`src/rtl/hazard_ctrl.sv`:
```
// hazard_ctrl: pipeline hazard and stall controller for the 5-stage RV32I core.
//
// Produces the load/flush enables for the PC and the IF/ID, ID/EX, EX/MEM and
// MEM/WB registers. It covers imem wait stalls, dmem wait stalls and EX-resolved
// redirects. A redirect that arrives while a fetch is outstanding is parked in
// REDIR_WAIT until the fetch completes.
//
// Optional feature: define HAZARD_PERF_CNT_EN to build the saturating
// stall_cycles / flush_count performance counters. Without it, both outputs
// are tied to 0.
//
// State table:
//   state      | meaning
//   RUN        | normal operation, redirects taken immediately when fetch idle/done
//   REDIR_WAIT | redirect latched in tgt_q, waiting for the in-flight fetch to return
//
// Ports:
//   clk, rst_n                     clock, async active-low reset
//   imem_read, imem_resp           fetch outstanding / fetch data valid
//   dmem_req, dmem_resp            data access pending / data access completes
//   br_en, br_target               EX redirect request and target
//   load_pc .. load_memwb          register load enables
//   flush_ifid, flush_idex         load a NOP bubble instead of data
//   pc_redirect, pc_redirect_addr  PC mux select and redirect target
//   stall_cycles, flush_count      performance counters
module hazard_ctrl (
    input  logic        clk,
    input  logic        rst_n,
    input  logic        imem_read,
    input  logic        imem_resp,
    input  logic        dmem_req,
    input  logic        dmem_resp,
    input  logic        br_en,
    input  logic [31:0] br_target,
    output logic        load_pc,
    output logic        load_ifid,
    output logic        load_idex,
    output logic        load_exmem,
    output logic        load_memwb,
    output logic        flush_ifid,
    output logic        flush_idex,
    output logic        pc_redirect,
    output logic [31:0] pc_redirect_addr,
    output logic [31:0] stall_cycles,
    output logic [31:0] flush_count
);

    typedef enum logic {RUN = 1'b0, REDIR_WAIT = 1'b1} state_t;

    state_t      state_q, state_d;
    logic [31:0] tgt_q, tgt_d;
    logic        d_stall, i_busy;

    assign d_stall = dmem_req && !dmem_resp;
    assign i_busy  = imem_read && !imem_resp;

    always_ff @(posedge clk or negedge rst_n) begin
        if (!rst_n) begin
            state_q <= RUN;
            tgt_q   <= '0;
        end else begin
            state_q <= state_d;
            tgt_q   <= tgt_d;
        end
    end

    always_comb begin
        state_d          = state_q;
        tgt_d            = tgt_q;
        load_pc          = 1'b1;
        load_ifid        = 1'b1;
        load_idex        = 1'b1;
        load_exmem       = 1'b1;
        load_memwb       = 1'b1;
        flush_ifid       = 1'b0;
        flush_idex       = 1'b0;
        pc_redirect      = 1'b0;
        pc_redirect_addr = (state_q == REDIR_WAIT) ? tgt_q : br_target;

        if (!rst_n || d_stall) begin
            // Whole pipe frozen; EX will re-present any br_en, and a pending
            // REDIR_WAIT resumes once the data access completes.
            load_pc    = 1'b0;
            load_ifid  = 1'b0;
            load_idex  = 1'b0;
            load_exmem = 1'b0;
            load_memwb = 1'b0;
        end else if (state_q == REDIR_WAIT) begin
            flush_idex = 1'b1;
            if (imem_resp) begin
                // Fetched word is wrong-path: it is discarded into IF/ID as a
                // bubble, and ID/EX stays a bubble so the stale IF/ID content
                // never advances.
                pc_redirect = 1'b1;
                flush_ifid  = 1'b1;
                state_d     = RUN;
            end else begin
                load_pc   = 1'b0;
                load_ifid = 1'b0;
            end
        end else if (br_en && !i_busy) begin
            pc_redirect      = 1'b1;
            pc_redirect_addr = br_target;
            flush_ifid       = 1'b1;
            flush_idex       = 1'b1;
        end else if (br_en) begin
            // Fetch cannot be aborted; park the target until it returns.
            tgt_d      = br_target;
            state_d    = REDIR_WAIT;
            load_pc    = 1'b0;
            load_ifid  = 1'b0;
            flush_idex = 1'b1;
        end else if (i_busy) begin
            load_pc    = 1'b0;
            load_ifid  = 1'b0;
            flush_idex = 1'b1;
        end
    end

`ifdef HAZARD_PERF_CNT_EN
    logic [31:0] stall_q, flush_q;

    always_ff @(posedge clk or negedge rst_n) begin
        if (!rst_n) begin
            stall_q <= '0;
            flush_q <= '0;
        end else begin
            if (!load_pc && stall_q != 32'hFFFF_FFFF)
                stall_q <= stall_q + 32'd1;
            if (flush_ifid && flush_q != 32'hFFFF_FFFF)
                flush_q <= flush_q + 32'd1;
        end
    end

    assign stall_cycles = stall_q;
    assign flush_count  = flush_q;
`else
    assign stall_cycles = '0;
    assign flush_count  = '0;
`endif

endmodule

```
`config.mk`:
```
export PLATFORM = sky130hd
export DESIGN_NAME = hazard_ctrl
export DESIGN_NICKNAME = d
export VERILOG_FILES = /design/src/rtl/hazard_ctrl.sv
export SDC_FILE = /design/constraint.sdc
export NUM_CORES = 1
export LEC_CHECK = 0
export ABC_AREA = 1
export CAP_MARGIN = 20
export CORE_ASPECT_RATIO = 1.5
export CORE_MARGIN = 5
export CORE_UTILIZATION = 63
export DETAILED_ROUTE_END_ITERATION = 10
export DONT_BUFFER_PORTS = 1
export PLACE_DENSITY = 0.79
export SYNTH_ARGS = -nofsm -noshare
export SYNTH_HDL_FRONTEND = slang
export SYNTH_SLANG_ARGS = --single-unit
export TNS_END_PERCENT = 20
```
`constraint.sdc`:
```
create_clock -name clk -period 1.4 [get_ports clk]
set_input_delay 0.28 -clock clk [delete_from_list [all_inputs] [get_ports clk]]
set_output_delay 0.28 -clock clk [all_outputs]
set_load 0.02 [all_outputs]
```
; ---- After elaboration in Yosys (flattened, before gate mapping)
; Index checks and enable logic that the tools add are counted.
[totals]
reg_bits = 33
output_inout_bits = 104
word_cells = 37
[classes]
mux = 23
bitwise = 3
n_reduce_logical = 9
[op_table]
columns = operator, count
row1 = 32-bit 2-to-1 mux, 4
row2 = 1-bit 2-to-1 mux, 19
row3 = 1-bit zero test, 4
row4 = 4-bit AND reduction, 1
row5 = 1-bit logical AND, 3
row6 = 1-bit inverter, 3
row7 = 1-bit logical OR, 1

; ---- Logic depth before layout (Yosys ltp)
[logic_depth]
ltp_word = 7
depth_mapped = 8
ltp_nobuf = 6

; ---- Worst setup path after synthesis
; No wires, ideal clock.
[synth_path]
path_type = input-to-output
startpoint = input dmem_resp
endpoint = output load_pc
arrival_ps = 1255
required_time_ps = 1120
path_slack_ps = -135
stages = 5
path_buffers = 1
cell_sequence = inv_1 a21oi_4 o21ai_0 nor2_1 buf_4
[synth_via]
elab_chain_cells = 4
[synth_lines]
columns = item, line_no
row1 = from (decl), 32  ; input logic dmem_resp,
row2 = 1-bit zero test, 54  ; assign d_stall = dmem_req && !dmem_resp;
row3 = 1-bit logical AND, 54
row4 = 1-bit logical OR, 80  ; if (!rst_n || d_stall) begin
row5 = 1-bit 2-to-1 mux, --
row6 = to (decl), 35  ; output logic load_pc,
; No other way between the ends.

; ---- Worst setup path after layout
[layout_path]
startpoint = register state_q
endpoint = output load_pc
[layout_via]
elab_chain_cells = 2
[layout_lines]
columns = item, line_no
row1 = from (decl), 50  ; state_t state_q, state_d;
row2 = from (signal assigned), 62  ; state_q <= state_d;
row3 = 1-bit 2-to-1 mux (2 in a row), --
; No other way between the ends.

==> results_dict.tcl <==
set metrics [dict create \
    status "finished with violations" \
    violations "setup timing" \
    mappedNetlistArea_sq_mm 0.00232 \
    yosys_synthesis_warning_count 0 \
    cts_tree "built" \
    die_area_sq_mm 0.00502 \
    timing.critical_path.fanout_max 6 \
    place.detailed.hpwl_um 3430 \
    antenna_found_initial 0 \
    dieWidth_um 59.5 \
    synth.top_cells.by_area "sky130_fd_sc_hd__dfrtp_1 (36%), sky130_fd_sc_hd__nand2_1 (27%), sky130_fd_sc_hd__buf_4 (23%)" \
    clock_skew_ns 0.00760 \
    worst_hold_check_slack_ns 0.132 \
    static-leakage-power_nw 1.41 \
    worst_skew_pair.late_latency_ns 0.28 \
    worstSetupStartpoint "state_q" \
    postSynthAreaPerCell_sq_um 7.05 \
    worst_r2r_endpoint "tgt_q[29]" \
    post_drt_via_cell_ratio 4.93 \
    grt_setup_unrepaired "true" \
    grt_max_degree 34 \
    grt_first_pass_wirelength_um 8090 \
    grt_pass1_vias 1771 \
    power-per-cell-area_mw_per_mm2 1290 \
    ctsLongestPathBuffers 2 \
    boundaryPins 143 \
    numCtsBuffers 5 \
    fin_nets 373 \
    cap_violations 0 \
    critPathKind "flip-flop to primary output" \
    critical_path_arrival_ns 1.25 \
    critPathRequiredTime_ns 1.12 \
    synthDominantCellAreaShare 0.356 \
    n_antenna_cell 0 \
    synth_top_area_cell "sky130_fd_sc_hd__dfrtp_1" \
    die_h_um 84.3 \
    worstSetupEndpoint "load_pc" \
    area_delta_synth_final_pct 8.15 \
    clock_tree.root_cell "sky130_fd_sc_hd__clkbuf_8" \
    final_critical_path_setup_slack_ns -0.130 \
    crit-reg2reg-launch "state_q" \
    routabilityCongestion 0.805 \
    global_route.overflow_total 0 \
    firstDrtPassIters 4 \
    power.ir.vdd_worst_v 0.000938 \
    route.final.wire_length_um 5250 \
    dr.first_iter.drc_count 68 \
    drt.antenna.violating_nets 0 \
    worst_setup_hold_path_clk_slew_ns 0.07 \
    leading_cell_type_in_the_layout_fill_and_taps_excluded "sky130_fd_sc_hd__nand2_1" \
    sequential_to_total_area_share_from_yosys_stat 0.356 \
    start_kind "flip-flop" \
    totalPowerFinal_mw 3.24 \
    cts.sink_count 33 \
    critPathCaptureType "primary output" \
    layout_common_cells "sky130_fd_sc_hd__nand2_1 (133), sky130_fd_sc_hd__conb_1 (64), sky130_fd_sc_hd__nand3_1 (32), sky130_fd_sc_hd__dfrtp_1 (32), sky130_fd_sc_hd__nand2_2 (27)" \
    hold_path.class "input port to flip-flop" \
    core_region_area_sq_mm 0.00361 \
    setup_viol 37 \
    netlist_instances 329 \
    final.fill_count 312 \
    rows 27 \
    ys_ff_latch 33 \
    initial_core_util 0.641 \
    finalCritPeriodShare 1.09 \
    max_clock_freq_mhz 653 \
    timing.reg2reg.worst_path_depth 6 \
    netlist-cell-type-count 18 \
    global_route.usage.total 0.207 \
    vias 1865 \
    sequential_cell_area_sq_um 827 \
    timing_max_transition_violations_final 0 \
    route.detailed.drc 0 \
    drive_above_1_share 0.200 \
    ctsHtreeMaxLevel 2 \
    setup.reg_to_reg.worst_slack_ns 0.03 \
    avg_wl_per_cell_um 13.9 \
    layout_min_cycle_time_ns 1.53 \
    report.final.hold_viol_count 0 \
    area_taken_by_multi_input_logic_gates_sq_mm 0.00122 \
    io_buffer_count 0 \
]
[sequential cells by signal (all words and copies together), names as in the netlist]
signal   flops
state_q      1
tgt_q       32
[cell usage after synthesis]
library cell / n
sky130_fd_sc_hd__nand2_1: 164
sky130_fd_sc_hd__buf_4: 71
sky130_fd_sc_hd__dfrtp_1: 33
sky130_fd_sc_hd__nand3_1: 32
sky130_fd_sc_hd__clkbuf_1: 6
sky130_fd_sc_hd__buf_6: 4
sky130_fd_sc_hd__inv_1: 4
sky130_fd_sc_hd__buf_2: 3
sky130_fd_sc_hd__nor2_1: 3
sky130_fd_sc_hd__a21boi_0: 1
sky130_fd_sc_hd__a21oi_1: 1
sky130_fd_sc_hd__a21oi_4: 1
sky130_fd_sc_hd__clkinv_4: 1
sky130_fd_sc_hd__conb_1: 1
sky130_fd_sc_hd__nand2_2: 1
sky130_fd_sc_hd__nand2_4: 1
sky130_fd_sc_hd__nor2_4: 1
sky130_fd_sc_hd__o21ai_0: 1
[worst max-delay path: stages, from the launching register on]
cell                       delay, ns
sky130_fd_sc_hd__dfrtp_2        0.46
sky130_fd_sc_hd__clkinv_4       0.12
sky130_fd_sc_hd__o21ai_4        0.17
sky130_fd_sc_hd__nor2_2         0.08
sky130_fd_sc_hd__buf_12         0.14
[where the power goes]
| part | internal, mW | leakage [nW] | total, mW | switching [mW] |
|---|---|---|---|---|
| sequential | 1.15 | 0.416 | 1.26 | 0.112 |
| clock | 0.580 | 0.0585 | 0.923 | 0.343 |
| combinational | 0.308 | 0.940 | 1.06 | 0.749 |
| total | 2.04 | 1.41 | 3.24 | 1.20 |
[routing by layer]
| layer | vias to the layer above | part of all wire | global-route usage |
|---|---|---|---|
| met2 | 94 | 0.54 | 0.371 |
| met3 | 9 | 0.099 | 0.0538 |
| met5 | - | 0 | 0 |
| li1 | 882 | - | - |
| met1 | 880 | 0.34 | 0.225 |
| met4 | 0 | 0.018 | 0.0786 |
[cell type report]
cell class / count / area share
Timing Repair Buffer: 18 / 0.103
Inverter: 5 / 0.00948
Clock inverter: 1 / 0.0120
Multi-Input combinational cell: 270 / 0.488
Sequential cell: 33 / 0.330
Timing Repair inverter: 1 / 0.00200
Clock buffer: 7 / 0.0344
Tap cell: 43 / 0.0215
[stage by stage]
stage                      TNS, ns  setup WS [ns]  instance area [sq um]  std cells  utilization
after global placement           0         0.0508                   2150        361        0.595
after floorplan           -0.00486       -0.00486                   2570        392            -
final                        -2.81         -0.130                   2510        378        0.694
after global routing         -5.99         -0.191                   2510        378        0.694
after CTS                    -3.56         -0.136                   2380        375        0.658
after detailed placement         0         0.0179                   2150        361        0.595
[what timing repair did]
item | in CTS | in global routing
hold buffers | 2 | 0
cloned | 1 | 0
hold endpoints to repair | 33 | 0
setup endpoints to repair | 37 | 70
setup buffers | 3 | 3
pin swaps | 2 | 14
resized for setup | 18 | 25
[worst min-delay path by stage]
stage / start / endpoint / slack, ns / cells after the start
3_3_place_gp: rst_n / tgt_q[5] / -0.01 / 0
6_report: br_target[11] / tgt_q[11] / 0.13 / 2
5_1_grt: br_target[8] / tgt_q[8] / 0.12 / 2
2_1_floorplan: rst_n / state_q / -0.02 / 0
4_1_cts: br_target[17] / tgt_q[17] / 0.12 / 2
3_5_place_dp: rst_n / tgt_q[3] / -0.02 / 0
[cell families (layout without fill, tap and decap cells)]
family                 count (synthesis)  in the layout  synth area share
DFF                                   33             33             0.356
buffers and inverters                 89             32             0.276
other                                  1             64           0.00162
AOI/OAI and AO/OA                      4              4            0.0146
and+or+nand+nor                      202            202             0.352
Note: power is estimated with default switching activity, not from simulation.
